===== src/rtl/light_pkg.sv =====
// Shared state encoding and LED bank patterns for the turn/hazard light sequencer.
package light_pkg;

  typedef enum logic [3:0] {
    IDLE, L1, L2, L3, R1, R2, R3, H_ON, H_OFF
  } state_t;

  localparam logic [5:0] PAT_IDLE  = 6'b000000;
  localparam logic [5:0] PAT_L1    = 6'b000001;
  localparam logic [5:0] PAT_L2    = 6'b000011;
  localparam logic [5:0] PAT_L3    = 6'b000111;
  localparam logic [5:0] PAT_R1    = 6'b001000;
  localparam logic [5:0] PAT_R2    = 6'b011000;
  localparam logic [5:0] PAT_R3    = 6'b111000;
  localparam logic [5:0] PAT_H_ON  = 6'b111111;
  localparam logic [5:0] PAT_H_OFF = 6'b000000;

  function automatic logic [5:0] pattern_of(input state_t s);
    logic [5:0] p;
    p = PAT_IDLE;
    case (s)
      L1:      p = PAT_L1;
      L2:      p = PAT_L2;
      L3:      p = PAT_L3;
      R1:      p = PAT_R1;
      R2:      p = PAT_R2;
      R3:      p = PAT_R3;
      H_ON:    p = PAT_H_ON;
      H_OFF:   p = PAT_H_OFF;
      default: p = PAT_IDLE;
    endcase
    return p;
  endfunction

endpackage


===== src/rtl/tick_gen.sv =====
// Step prescaler: counts 0..TICK_MAX and flags the last count as the step tick.
module tick_gen #(
  parameter int unsigned TICK_MAX = 24'hFFFFFF,
  parameter int unsigned TICK_W   = 24
) (
  input  logic clk,
  input  logic reset,
  output logic tick
);

  localparam logic [TICK_W-1:0] LAST = TICK_W'(TICK_MAX);

  logic [TICK_W-1:0] cnt;

  always_ff @(posedge clk or posedge reset) begin
    if (reset)            cnt <= '0;
    else if (cnt == LAST) cnt <= '0;
    else                  cnt <= cnt + TICK_W'(1);
  end

  assign tick = (cnt == LAST);

endmodule


===== src/rtl/light_sched.sv =====
// Turn-signal / hazard light sequencer stepping once per prescaler tick.
// Optional PWM dimming of the LED bank is enabled with `define LIGHT_PWM_EN.
module light_sched
  import light_pkg::*;
#(
  parameter int unsigned TICK_MAX = 24'hFFFFFF,
  parameter int unsigned TICK_W   = 24
) (
  input  logic       clk,
  input  logic       reset,
  input  logic       left,
  input  logic       right,
  input  logic       hazard,
  input  logic [2:0] bright,
  output logic [5:0] out,
  output logic       busy,
  output logic       seq_done
);

  logic       tick;
  state_t     state, state_nx;
  logic [5:0] pat_q, pat_nx;
  logic       done_nx;

  tick_gen #(
    .TICK_MAX(TICK_MAX),
    .TICK_W  (TICK_W)
  ) u_tick_gen (
    .clk  (clk),
    .reset(reset),
    .tick (tick)
  );

  always_comb begin
    state_nx = state;
    done_nx  = 1'b0;
    if (tick) begin
      case (state)
        IDLE: begin
          if (hazard || (left && right)) state_nx = H_ON;
          else if (left)                 state_nx = L1;
          else if (right)                state_nx = R1;
        end
        L1:    state_nx = L2;
        L2:    state_nx = L3;
        L3:    begin state_nx = IDLE; done_nx = 1'b1; end
        R1:    state_nx = R2;
        R2:    state_nx = R3;
        R3:    begin state_nx = IDLE; done_nx = 1'b1; end
        H_ON:  state_nx = H_OFF;
        H_OFF: begin
          if (hazard) state_nx = H_ON;
          else begin
            state_nx = IDLE;
            done_nx  = 1'b1;
          end
        end
        default: state_nx = IDLE;
      endcase
    end
    // Pattern is derived from the next state so it lands on the same edge.
    pat_nx = pattern_of(state_nx);
  end

  always_ff @(posedge clk or posedge reset) begin
    if (reset) begin
      state    <= IDLE;
      pat_q    <= PAT_IDLE;
      seq_done <= 1'b0;
    end else begin
      state    <= state_nx;
      pat_q    <= pat_nx;
      seq_done <= done_nx;
    end
  end

  assign busy = (state != IDLE);

`ifdef LIGHT_PWM_EN
  logic [2:0] pwm_cnt;

  always_ff @(posedge clk or posedge reset) begin
    if (reset) pwm_cnt <= '0;
    else       pwm_cnt <= pwm_cnt + 3'd1;
  end

  assign out = (pwm_cnt <= bright) ? pat_q : '0;
`else
  logic unused_bright;
  assign unused_bright = ^bright;
  assign out = pat_q;
`endif

endmodule


===== config.mk =====
export PLATFORM = sky130hd
export DESIGN_NAME = light_sched
export DESIGN_NICKNAME = d
export VERILOG_FILES = /design/src/rtl/light_pkg.sv /design/src/rtl/tick_gen.sv /design/src/rtl/light_sched.sv
export SDC_FILE = /design/constraint.sdc
export NUM_CORES = 1
export LEC_CHECK = 0
export CAP_MARGIN = 20
export CORE_MARGIN = 2
export CORE_UTILIZATION = 45
export DETAILED_ROUTE_END_ITERATION = 8
export GPL_ROUTABILITY_DRIVEN = 0
export PLACE_DENSITY_LB_ADDON = 0.25
export SKIP_CTS_REPAIR_TIMING = 1
export SYNTH_ARGS = -nofsm -noshare
export SYNTH_HDL_FRONTEND = slang
export SYNTH_SLANG_ARGS = --single-unit
export TNS_END_PERCENT = 20

===== constraint.sdc =====
create_clock -name clk -period 6.1 [get_ports clk]
set_input_delay 1.22 -clock clk [delete_from_list [all_inputs] [get_ports clk]]
set_output_delay 1.22 -clock clk [all_outputs]
set_load 0.005 [all_outputs]

==> impl_table.tex <==
\begin{tabular}{lr}
\hline
Metric & Value \\
\hline
\multicolumn{2}{l}{\textbf{Die}} \\
\quad Width of the die & between 60 and 70 µm \\
\quad Initial Utilization & about 47\% \\
\quad Number of top-level design ports & 16 \\
\quad Die Footprint & $\sim$4300 µm² \\
\quad Placement Rows & 22 \\
\quad Core Footprint & $\sim$3600 µm² \\
\quad Height of the die & between 60 and 70 µm \\
\multicolumn{2}{l}{\textbf{Global routing}} \\
\quad Number of global-route vias before repair & $\sim$1300 \\
\quad Antenna violations before repair & 0 \\
\quad Wire length of the first global-routing pass & roughly 5500 µm \\
\quad GR Overflow Total & 0 \\
\quad Global router's overall resource usage & $\sim$17\% \\
\quad Largest net degree at the start of global routing & 36 \\
\multicolumn{2}{l}{\textbf{Clock network}} \\
\quad TritonCTS Sinks & 35 \\
\quad TritonCTS clock tree & built \\
\quad Clock Root Buffer & clkbuf\_8 \\
\quad Cts bufs inserted & 5 \\
\quad Maximum level of the CTS H-tree & 2 \\
\quad Worst-skew pair later-pin latency & just under 0.3 ns \\
\quad Clock transition at the registers of the reported paths & roughly 0.070 ns \\
\quad Max clock buf depth & 2 \\
\multicolumn{2}{l}{\textbf{Worst setup path}} \\
\quad Top fanout value on the critical path & 12 \\
\quad Data arrival time at the worst-slack endpoint & roughly 3.0 ns \\
\quad Required time of the critical path & 6.31 ns \\
\quad Worst setup EP type & register \\
\quad Critical path type & register to register \\
\quad CP startpoint kind & register \\
\multicolumn{2}{l}{\textbf{Layout}} \\
\quad Area delta synth->final & 16.0\% \\
\quad Reg area & approximately 880 µm² \\
\quad Summed area of non-filler cells in the final layout & a little under 2000 µm² \\
\quad Proportion of layout cells with a drive suffix above 1 & under 10\% \\
\quad Antenna fix cells & 0 \\
\quad Number of fill cells & between 300 and 400 \\
\quad Final net count & around 190 \\
\quad Non-filler instance count after layout & about 230 \\
\quad Most common cell after layout, fill and taps aside & dfrtp\_1 \\
\quad Highest-count cells in the layout ignoring fill and taps & 35 x dfrtp\_1, 19 x nor2\_1, 14 x nand2\_1 \\
\quad Multi-input gate area & $\sim$770 µm² \\
\multicolumn{2}{l}{\textbf{Power}} \\
\quad Internal power contribution & roughly 340 µW \\
\quad Reported leakage power & between 0.0008 and 0.0009 µW \\
\quad Cell Pwr Density & between 200 and 250 nW/µm² \\
\quad Post-route total power & approximately 420 µW \\
\quad Switching part of the total & between 10\% and 20\% \\
\quad Net switching power & 83.1 µW \\
\quad Clock network power share & a little over two fifths \\
\quad Largest vdd supply drop & roughly 0.12 mV \\
\quad Power share of the combinational group & under 10\% \\
\quad Sequential share of power & roughly 55\% \\
\multicolumn{2}{l}{\textbf{Place}} \\
\quad Total cell area at the placement stage & roughly 1900 µm² \\
\quad I/O Buffers & 12 \\
\quad Placed Cells & roughly 220 \\
\quad Post-DP HPWL & $\sim$2300 µm \\
\multicolumn{2}{l}{\textbf{Yosys}} \\
\quad Number of register bits inferred by synthesis & 35 \\
\quad Top flip-flop cell by instance count after synthesis & dfrtp\_1 \\
\quad Gate count after technology mapping & roughly 170 \\
\quad Synth cell types & 38 \\
\quad Cell types with the largest area share after synthesis & dfrtp\_1 52\%, xor2\_1 5.7\%, nor2\_1 4.2\% \\
\quad Fraction of registers with async set or reset after synthesis & between 90\% and 100\% \\
\quad Number of enable-type register cells in the synthesized netlist & 0 \\
\quad Sequential fraction of the synthesis area & between 50\% and 60\% \\
\quad Cell taking the most area after synthesis & dfrtp\_1 \\
\quad Portion of synthesized cell area occupied by the leading cell type & between 50\% and 60\% \\
\quad Netlist area before placement & 1690 µm² \\
\quad Yosys synthesis warning count & 0 \\
\quad Avg Cell Area, Syn & roughly 10 µm² \\
\quad Net count after synthesis & 175 \\
\multicolumn{2}{l}{\textbf{Min path}} \\
\quad Worst hold-check path type & register to register \\
\multicolumn{2}{l}{\textbf{Job}} \\
\quad Number of max-cap violations & 0 \\
\multicolumn{2}{l}{\textbf{Route}} \\
\quad Number of iterations in the first detailed-routing pass & 4 \\
\quad Average via count per standard cell & 5.57 \\
\quad DRC Markers & 0 \\
\quad Routed wire length per instance & 14.0 µm \\
\quad DR iter-0 viols & 134 \\
\quad Post-route antenna net violation count & 0 \\
\quad Via Count & around 1300 \\
\quad Final Routed Wirelength & around 3200 µm \\
\multicolumn{2}{l}{\textbf{Timing}} \\
\quad Setup violation total in the final timing report & 0 \\
\quad Total Neg Setup Slack & 0 ns \\
\quad Unrepaired setup endpoints after global routing & no \\
\quad Final Hold Viols & 0 \\
\quad Peak clock frequency supported by timing & roughly 360 MHz \\
\quad Number of max-slew violations in the final report & 0 \\
\quad Largest clock skew in the final design & $\sim$0.0066 ns \\
\quad Headroom to the max-slew limit & between 40\% and 50\% \\
\quad Shortest period the worst path allows & about 2.8 ns \\
\quad Measured slew at the worst slew-check pin & 0.884 ns \\
\quad Share of the cycle needed by the critical path after routing & roughly 46\% \\
\multicolumn{2}{l}{\textbf{Status}} \\
\quad Outcome & completed \\
\hline
\end{tabular}
## final timing paths
check,cells after the start,start,endpoint,slack [ns]
max,6,u_tick_gen.cnt[0],out[0],3.31
min,1,u_tick_gen.cnt[19],u_tick_gen.cnt[19],0.49
max reg2reg,6,u_tick_gen.cnt[0],out[0],3.31
min reg2reg,1,u_tick_gen.cnt[19],u_tick_gen.cnt[19],0.49
max in group asynchronous,3,reset,u_tick_gen.cnt[18],4.45
min in group asynchronous,3,reset,u_tick_gen.cnt[11],1.34
## worst max-delay path, cell delays in order (launching register included)
cell and delay [ns]:
dfrtp_1 0.40, ha_1 0.22, nand3_2 0.18, or4_1 0.75
nor2_1 0.75, o211ai_1 0.17, a31oi_1 0.23
## logic make-up after synthesis
logic type / synth area share, %
compound gates: 14.8
simple gates: 20.0
flops: 51.8
fa+ha+maj: 0.740
buf+inv: 2.81
xor+xnor: 9.84
## routing by layer
layer	vias to the layer above	global-route usage (%)	wire, µm
li1	623	-	-
met1	629	20.2	1480
met2	33	27.7	1590
met3	2	5.99	153
met4	0	7.81	21
met5	-	0	0
## area by class of cell
type	instances	share of cell area [%]
inverter	8	1.53
clock buffer	8	5.11
sequential	35	44.7
timing repair buffer	13	6.51
tap	48	3.06
multi-input combinational	119	39.1
## sequential cells by signal, summed over array words and instances, names as in the netlist
register	count
u_tick_gen.cnt	24
out	6
seq_done	1
state	4
## per-stage QoR
step / hold slack [ns] / util (%) / worst slack (ns)
6_report: 0.487 / 54.0 / 3.31
5_1_grt: 0.513 / 54.0 / 3.14
4_1_cts: 0.492 / 54.0 / 3.30
3_5_place_dp: 0.476 / 51.2 / 3.12
3_3_place_gp: 0.455 / 51.2 / 3.14
2_1_floorplan: 0.438 / - / 3.79
## Yosys cell counts, drive strengths merged (2+ instances only)
master / count
and3: 2
nor4: 4
dfrtp: 35
a21oi: 7
o21ai: 8
nor3: 3
o31ai: 4
inv: 8
clkbuf: 2
buf: 2
a21o: 2
nand3: 9
nor2: 19
o21a: 2
nand4: 6
o211ai: 4
xnor2: 8
nor2b: 2
xor2: 11
nand2: 14
and4: 2
## power by group through the flow
stage	clock [µW]	sequential, µW	combinational (µW)
4_1_cts	186	232	9.07
5_1_grt	196	232	10.1
3_3_place_gp	0	236	8.75
3_5_place_dp	0	236	9.04
2_1_floorplan	0	236	4.31
6_report	181	232	8.68
Note: power is estimated with default switching activity, not from simulation.
